## config.mk

```make
export PLATFORM = sky130hd
export DESIGN_NAME = chip_load_sequencer
export DESIGN_NICKNAME = d
export VERILOG_FILES = /design/src/rtl/chip_load_sequencer.sv
export SDC_FILE = /design/constraint.sdc
export NUM_CORES = 1
export LEC_CHECK = 0
export ABC_AREA = 1
export CAP_MARGIN = 10
export CORE_AREA = 2 2 119 121
export CTS_BUF_LIST = sky130_fd_sc_hd__clkbuf_4
export CTS_CLUSTER_DIAMETER = 30
export DETAILED_ROUTE_END_ITERATION = 7
export DIE_AREA = 0 0 121 123
export GPL_ROUTABILITY_DRIVEN = 0
export PLACE_DENSITY = 0.74
export SLEW_MARGIN = 20
export SYNTH_ARGS = -nofsm -noshare
export SYNTH_HDL_FRONTEND = slang
export SYNTH_SLANG_ARGS = --single-unit
```

## constraint.sdc

```tcl
create_clock -name clk -period 3 [get_ports clk]
set_clock_uncertainty 0.15 [all_clocks]
set_input_delay 0.3 -clock clk [delete_from_list [all_inputs] [get_ports clk]]
set_output_delay 0.3 -clock clk [all_outputs]
set_load 0.02 [all_outputs]
```

## src/rtl/chip_load_sequencer.sv

```systemverilog
// Host-side loader: streams kernel, input and overlap words from a source memory into the
// chip over the a/b write interface, then launches one tile and waits for completion.
module chip_load_sequencer #(
  parameter int unsigned IO_DATA_WIDTH  = 16,
  parameter int unsigned SRC_ADDR_WIDTH = 20,
  parameter int unsigned KERNEL_WORDS   = 512,
  parameter int unsigned INPUT_WORDS    = 16384,
  parameter int unsigned OVERLAP_WORDS  = 256,
  parameter int unsigned COUNT_WIDTH    = 16
) (
  input  logic                      clk,
  input  logic                      arst_n_in,
  input  logic                      cmd_valid,
  output logic                      cmd_ready,
  input  logic [SRC_ADDR_WIDTH-1:0] cmd_kernel_base,
  input  logic [SRC_ADDR_WIDTH-1:0] cmd_input_base,
  input  logic [SRC_ADDR_WIDTH-1:0] cmd_overlap_base,
  input  logic                      cmd_skip_kernel,
  input  logic                      cmd_zero_input,
  output logic                      src_read_en,
  output logic [SRC_ADDR_WIDTH-1:0] src_read_addr,
  input  logic [IO_DATA_WIDTH-1:0]  src_qout,
  output logic [IO_DATA_WIDTH-1:0]  a_input,
  output logic                      a_valid,
  output logic [IO_DATA_WIDTH-1:0]  b_input,
  output logic                      b_valid,
  output logic                      int_mem_we,
  output logic                      overlap_cache_we,
  output logic                      b_zero,
  output logic                      start,
  output logic                      data_ready,
  input  logic                      fsm_done,
  output logic                      busy,
  output logic [COUNT_WIDTH-1:0]    tiles_done
);

  localparam int unsigned CntW = 14;

  localparam logic [2:0] StIdle     = 3'd0;
  localparam logic [2:0] StKernel   = 3'd1;
  localparam logic [2:0] StInput    = 3'd2;
  localparam logic [2:0] StOverlap  = 3'd3;
  localparam logic [2:0] StFlush    = 3'd4;
  localparam logic [2:0] StStart    = 3'd5;
  localparam logic [2:0] StWaitDone = 3'd6;

  localparam logic [1:0] PhKernel  = 2'd0;
  localparam logic [1:0] PhInput   = 2'd1;
  localparam logic [1:0] PhOverlap = 2'd2;

  localparam logic [CntW-1:0] KLast = CntW'(KERNEL_WORDS - 1);
  localparam logic [CntW-1:0] ILast = CntW'(INPUT_WORDS - 1);
  localparam logic [CntW-1:0] OLast = CntW'(OVERLAP_WORDS - 1);

  logic [2:0]                state_q, state_d;
  logic [CntW-1:0]           cnt_q, cnt_d;
  logic [SRC_ADDR_WIDTH-1:0] kbase_q, ibase_q, obase_q;
  logic                      zero_q;
  logic                      beat_vld_q, beat_zero_q;
  logic [1:0]                beat_ph_q;
  logic [CntW-1:0]           beat_idx_q;
  logic [COUNT_WIDTH-1:0]    tiles_q;

  logic                      accept, rd_live, tile_done;
  logic [1:0]                rd_ph;
  logic [SRC_ADDR_WIDTH-1:0] rd_base;

  assign accept    = cmd_valid && (state_q == StIdle);
  assign tile_done = (state_q == StWaitDone) && fsm_done;

  always_comb begin
    state_d = state_q;
    cnt_d   = cnt_q;
    case (state_q)
      StIdle: begin
        cnt_d = '0;
        if (cmd_valid) state_d = cmd_skip_kernel ? StInput : StKernel;
      end
      StKernel: begin
        cnt_d = cnt_q + 1'b1;
        if (cnt_q == KLast) begin
          state_d = StInput;
          cnt_d   = '0;
        end
      end
      StInput: begin
        cnt_d = cnt_q + 1'b1;
        if (cnt_q == ILast) begin
          state_d = StOverlap;
          cnt_d   = '0;
        end
      end
      StOverlap: begin
        cnt_d = cnt_q + 1'b1;
        if (cnt_q == OLast) begin
          state_d = StFlush;
          cnt_d   = '0;
        end
      end
      StFlush:    state_d = StStart;
      StStart:    state_d = StWaitDone;
      StWaitDone: if (fsm_done) state_d = StIdle;
      default:    state_d = StIdle;
    endcase
  end

  // Stage 0: read address and the phase tag that follows the word into stage 1.
  always_comb begin
    rd_live = 1'b0;
    rd_ph   = PhKernel;
    rd_base = kbase_q;
    case (state_q)
      StKernel:  rd_live = 1'b1;
      StInput: begin
        rd_live = 1'b1;
        rd_ph   = PhInput;
        rd_base = ibase_q;
      end
      StOverlap: begin
        rd_live = 1'b1;
        rd_ph   = PhOverlap;
        rd_base = obase_q;
      end
      default: ;
    endcase
  end

  assign src_read_en   = rd_live && !((state_q == StInput) && zero_q);
  assign src_read_addr = src_read_en ? rd_base + SRC_ADDR_WIDTH'(cnt_q) : '0;

  always_ff @(posedge clk or negedge arst_n_in) begin
    if (!arst_n_in) begin
      state_q     <= StIdle;
      cnt_q       <= '0;
      kbase_q     <= '0;
      ibase_q     <= '0;
      obase_q     <= '0;
      zero_q      <= 1'b0;
      beat_vld_q  <= 1'b0;
      beat_zero_q <= 1'b0;
      beat_ph_q   <= PhKernel;
      beat_idx_q  <= '0;
      tiles_q     <= '0;
    end else begin
      state_q     <= state_d;
      cnt_q       <= cnt_d;
      beat_vld_q  <= rd_live;
      beat_zero_q <= (state_q == StInput) && zero_q;
      beat_ph_q   <= rd_ph;
      beat_idx_q  <= cnt_q;
      if (accept) begin
        kbase_q <= cmd_kernel_base;
        ibase_q <= cmd_input_base;
        obase_q <= cmd_overlap_base;
        zero_q  <= cmd_zero_input;
      end
      if (tile_done) tiles_q <= tiles_q + 1'b1;
    end
  end

  // Stage 1: one write beat per cycle for the word read in the previous cycle.
  always_comb begin
    a_input          = '0;
    int_mem_we       = 1'b0;
    overlap_cache_we = 1'b0;
    if (beat_vld_q) begin
      case (beat_ph_q)
        PhKernel: begin
          a_input[IO_DATA_WIDTH-1] = 1'b1;
          a_input[8:0]             = beat_idx_q[8:0];
          int_mem_we               = 1'b1;
        end
        PhInput: begin
          a_input[13:0] = beat_idx_q[13:0];
          int_mem_we    = 1'b1;
        end
        default: begin
          a_input[7:0]     = beat_idx_q[7:0];
          overlap_cache_we = 1'b1;
        end
      endcase
    end
  end

  assign a_valid    = beat_vld_q;
  assign b_valid    = beat_vld_q;
  assign b_zero     = beat_vld_q && beat_zero_q;
  assign b_input    = (beat_vld_q && !beat_zero_q) ? src_qout : '0;
  assign cmd_ready  = (state_q == StIdle);
  assign busy       = (state_q != StIdle);
  assign start      = (state_q == StStart);
  assign data_ready = (state_q == StStart) || (state_q == StWaitDone);
  assign tiles_done = tiles_q;

endmodule

```

* Word level (Yosys, flattened, before mapping)
Index checks and enable logic that the tools add are counted.
** Word-level totals
- Memory bits (read-only) :: 0
- Register bits after elaboration :: 112
- RAM bits :: 0
- Input bits :: 82
- Latch bits :: 0
- Word-level logic and storage cells :: 70
- Memories :: 0
** Cells by class
- Shift-type cells :: 0
- Multiplexer cells :: 25
- Eq/ne operators :: 15
- Magnitude comparators :: 0
- Bitwise logic cells :: 0
- Reduce and logical (&&, ||, !) cells :: 16
- $mul :: 0
- Divide/modulo/power cells :: 0
- $add $sub $neg :: 3
** Operator list (count)
- two-way mux 14 bit :: 4
- case mux 14 bit (4 select lines) :: 1
- case mux 20 bit (2 select lines) :: 1
- case mux 3 bit (7 select lines) :: 1
- adder 20 x 14 -> 20 bit :: 1
- two-way mux 20 bit :: 1
- adder 16 x 1 -> 16 bit (second input constant) :: 1
- two-way mux 16 bit :: 1
- two-way mux 3 bit :: 5
- adder 14 x 1 -> 14 bit (second input constant) :: 1
- equality test 14 bit (second input constant) :: 1
- equality test 14 x 8 -> 1 bit (second input constant) :: 1
- equality test 14 x 9 -> 1 bit (second input constant) :: 1
- != test 2 bit (second input constant) :: 5
- equality test 3 bit (second input constant) :: 3
- two-way mux 1 bit :: 8
- equality test 3 x 2 -> 1 bit (second input constant) :: 2
- logical AND 1 bit :: 6
- two-way mux 5 bit :: 1
- AND reduction 5 bit :: 1
- case mux 2 bit (2 select lines) :: 1
- nonzero test 4 bit :: 1
- equality test 3 x 1 -> 1 bit (second input constant) :: 1
- zero test 3 bit :: 1
- 8 further kinds :: 9

* Logic depth before layout (Yosys ltp)
- Word-level depth :: 5
- Gate-level depth with buffers :: 19
- Depth with buffers taken out :: 18

* Worst setup path after synthesis
OpenSTA, ideal clock, no wires.
- Kind :: register to output
- From :: register state_q[1]
- To :: output port src_read_addr[14]
- Path buffers :: 1
- Stages on the path, launching flop included :: 19
- Slack :: -0.225 ns
- Arrival time :: 2.775 ns
- Data required time :: 2.550 ns
- Path through :: dfrtp_1 inv_2 nor2_4 nand2_1 clkbuf_1 nor2_1 nor2_1 ha_1 inv_1 fa_1 inv_1 nand3_1 nand2_1 nand2_1 nand2_1 nand3_1 nand2_1 o21ai_0 a21oi_1
** On the way
- Word-level cells in the longest chain between the ends :: 5
- Elaborated cells between the ends (all ways) :: 11
** RTL lines
- from (decl) :: RTL line 55 : logic [2:0] state_q, state_d;
- from (signal assigned) :: RTL line 133 : state_q <= StIdle;
- from (signal assigned) :: RTL line 145 : state_q <= state_d;
- parallel branches: the longest is 4 deep, another holds adder 20 x 14 -> 20 bit
- two-way mux 20 bit * :: RTL line 129 : assign src_read_addr = src_read_en ? rd_base + SRC_ADDR_WIDTH'(cnt_q) : '0;
- to (decl) :: RTL line 21 : output logic [SRC_ADDR_WIDTH-1:0] src_read_addr,
Every way passes the cells marked *.

* Worst setup path in the final report
- From :: register state_q[2]
- To :: output port src_read_addr[8]
Same word-level chain as after synthesis.

==> impl_metrics.ini <==
[run_status]
run_status = complete, but fails checks
violations = negative setup slack

[global_route]
grt_pass1_wl_mm = 27.2
first_global_vias = 5464
grt.met2_usage_pct = 40.1
grt_busiest_layer = met2
grt-ovfl-total = 0
grt_max_degree = 113
track_usage_pct = 23.7
met3_usage_pct = 3.46
initial_antenna_violation_count = 1
gr-usage-met1_pct = 30.7

[yosys]
synthTopCellsByArea = sky130_fd_sc_hd__dfrtp_1 (46%), sky130_fd_sc_hd__mux2_2 (8.8%), sky130_fd_sc_hd__nand2_1 (7.2%)
yosys_register_bits = 112
synth_warnings = 0
cell_accounting_for_the_most_synthesized_area = sky130_fd_sc_hd__dfrtp_1
syn_area_per_cell_um2 = 8.69
synth_top_flop_cell = sky130_fd_sc_hd__dfrtp_1
number_of_synthesized_flops_with_an_enable_pin = 0
netlist.area_leader.share_pct = 45.8
synth_top_cells_by_count = sky130_fd_sc_hd__nand2_1 (117), sky130_fd_sc_hd__nor2_1 (117), sky130_fd_sc_hd__dfrtp_1 (112)
count_of_distinct_cell_types_in_the_synthesized_netlist = 39
synthesis.area_um2 = 6120
postSynthCellCount = 704
synth_sequential_area_ratio_pct = 45.8
synthArstFlopShare_pct = 100
syn-num-nets = 805

[sta]
final_critical_delay_including_setup_and_external_delays_ps = 3540
setup_viol_count_final = 19
finalMaxSlewViolations = 0
timing.final.ws_setup_ps = -537
worst_slew_pin_slew_ps = 841
unrepaired_setup_endpoints_after_global_routing = yes
final_hold_viol_count = 0
worst_slew_margin_rel_pct = 43.9
hold-worst-slack_ps = 218
fmax_ghz = 0.283
finalCritPeriodShare_pct = 118

[pwr]
clockPowerShare_pct = 7.3
pwr-share-seq_pct = 21.6
power.share.switching_pct = 46.6
p_leak_nw = 4.38
internal_power_mw = 6.02
netSwitchingPower_mw = 5.25
combinationalPowerShare_pct = 71.1
vdd_ir_drop_max_mv = 0.923
power_density_nw_per_um2 = 1190

[routing]
final_antenna_net_count = 0
routed_via_density = 5.14
avgRoutedWirePerCell_um = 16.4
detail_route.wirelength_mm = 18.6
drt-pass1-iter-count = 5
drt-initial-drc-count = 331
total_via_count_after_detailed_routing = 5818
route.detailed.drc = 0

[clocking]
clockBufferDepth = 2
cts_root_buffer = sky130_fd_sc_hd__clkbuf_4
tritoncts = done
cts-buffers-inserted = 9
worst_setup_hold_path_clk_slew_ps = 180
clock_latency_reported_for_the_late_side_of_the_worst_skew_pair_ps = 480
clock_tree.htree_level_count = 3
cts.sinks = 112

[layout]
area_delta_synth_final_pct = 54.4
final_cell_count_no_fill = 1132
multi_input_comb_area_um2 = 3610
total_nets_final = 1047
fraction_of_layout_cells_with_a_size_suffix_above_1_pct = 35.1
finish.instance_area_um2 = 9450
fill_cells = 985
area.sequential_um2 = 2800

[placement]
place_hpwl_mm = 12.8
port_buffers = 158
place.detailed.instances = 1094
dp_worst_setup_slack_ps = -449
placedInstanceArea_um2 = 8380

[worst_setup_path]
kind_of_start_point_of_the_critical_path = flip-flop
path_class = flip-flop to output pin
cp_data_arrival_time_ps = 3090
cp_max_fo = 5
worstPathRequired_ps = 2550
endpoint_kind = output pin

[floorplan]
initial_core_util_pct = 44.9
die_area_um2 = 14900
num_io_pins = 160
core_area_um2 = 13600
die-height_um = 123
placement_rows = 43
floorplan.die.width_um = 121

[min_path]
timing.hold.worst.class = input pin to async pin

[flow_run]
cap_violations = 0
==> power by group through the flow <==
stage / Clock [mW] / Combinational (mW) / Sequential [mW]
2_1_floorplan: 0 / 3.49 / 2.29
3_3_place_gp: 0 / 6.07 / 2.35
3_5_place_dp: 0 / 6.17 / 2.37
4_1_cts: 0.832 / 7.01 / 2.37
5_1_grt: 0.892 / 8.51 / 2.49
6_report: 0.827 / 8.01 / 2.43
==> flip-flops by register name, summed over array words and instances (netlist names) <==
signal	cells
beat_ph_q	2
zero_q	1
state_q	3
beat_zero_q	1
cnt_q	14
a_valid	1
ibase_q	20
tiles_done	16
kbase_q	20
obase_q	20
beat_idx_q	14
==> area by class of cell <==
class / count / area share (%)
inverters: 86 / 3.47
multi-input cells: 488 / 38.2
diodes: 1 / 0.0265
clock inverters: 7 / 0.901
clock buffers: 9 / 0.715
repair buffers: 249 / 24.6
flip-flops and latches: 112 / 29.7
well taps: 180 / 2.38
==> cells in the final DEF (no fill, tap or decap), types with 6 or more instances in the layout <==
master	count
sky130_fd_sc_hd__nand3_2	6
sky130_fd_sc_hd__nor2_1	87
sky130_fd_sc_hd__o21ai_1	12
sky130_fd_sc_hd__buf_6	25
sky130_fd_sc_hd__o22ai_2	8
sky130_fd_sc_hd__nand4_1	10
sky130_fd_sc_hd__xor2_1	15
sky130_fd_sc_hd__nand3_1	19
sky130_fd_sc_hd__ha_4	10
sky130_fd_sc_hd__xnor2_1	12
sky130_fd_sc_hd__mux2_4	6
sky130_fd_sc_hd__o21ai_0	13
sky130_fd_sc_hd__dfrtp_1	111
sky130_fd_sc_hd__inv_2	10
sky130_fd_sc_hd__a21oi_2	14
sky130_fd_sc_hd__nand2_1	89
sky130_fd_sc_hd__buf_4	84
sky130_fd_sc_hd__mux2_2	48
sky130_fd_sc_hd__a21oi_1	15
sky130_fd_sc_hd__nor2_2	22
sky130_fd_sc_hd__nor2_4	16
sky130_fd_sc_hd__nand2_4	9
sky130_fd_sc_hd__inv_1	74
sky130_fd_sc_hd__clkdlybuf4s50_1	136
sky130_fd_sc_hd__clkbuf_4	9
sky130_fd_sc_hd__ha_1	6
sky130_fd_sc_hd__nand2_2	26
==> kinds of logic after synthesis <==
| family | synth area share (%) |
|---|---|
| AND/OR/NAND/NOR | 21.3 |
| flip-flops | 45.8 |
| buffers and inverters | 7.08 |
| AO/OA/AOI/OAI | 7.30 |
| multiplexers | 10.3 |
| XOR/XNOR | 4.15 |
| adder cells (fa/ha/maj) | 4.01 |
| other | 0.0613 |
==> final timing paths <==
kind	start	end	slack, ps	cells past startpoint
max reg2reg	state_q[0]	ibase_q[0]	560	7
min reg2reg	tiles_done[15]	tiles_done[15]	340	1
min in group clk	cmd_kernel_base[16]	kbase_q[16]	220	3
min	arst_n_in	tiles_done[13]	220	3
max in group asynchronous	arst_n_in	state_q[0]	2000	3
max	state_q[2]	src_read_addr[8]	-540	15
==> per-layer routing <==
layer,part of all wire [%],up-vias
li1,-,2755
met1,40,2765
met2,50,248
met3,7.0,50
met4,3.1,0
met5,0,-
==> stage by stage <==
step | utilization, % | power (mW) | TNS [ps]
floorplan | - | 5.78 | -40.1
CTS | 66.1 | 10.2 | -5560
global route | 69.4 | 11.9 | -10360
finish | 69.4 | 11.3 | -7330
global placement | 61.6 | 8.43 | -4610
detailed placement | 61.6 | 8.54 | -5550
==> repair_timing <==
item,in CTS,in global routing
cloned,2,0
setup buffers,14,6
pin swaps,17,45
hold buffers,1,0
resized for setup,188,97
endpoints found under the hold margin,112,0
endpoints found under the setup margin,21,20
==> worst max-delay path: stages (launching register included) <==
cell and delay [ps]:
sky130_fd_sc_hd__dfrtp_1 450, sky130_fd_sc_hd__nor2_4 150, sky130_fd_sc_hd__buf_6 150, sky130_fd_sc_hd__buf_6 140
sky130_fd_sc_hd__o22ai_2 80, sky130_fd_sc_hd__nor2_2 220, sky130_fd_sc_hd__ha_1 310, sky130_fd_sc_hd__a21oi_2 190
sky130_fd_sc_hd__nand2_2 90, sky130_fd_sc_hd__nand2_2 80, sky130_fd_sc_hd__nand2_4 60, sky130_fd_sc_hd__buf_6 120
sky130_fd_sc_hd__a21oi_2 120, sky130_fd_sc_hd__xor2_1 200, sky130_fd_sc_hd__nor2_1 80, sky130_fd_sc_hd__buf_4 160
Note: power is estimated with default switching activity, not from simulation.
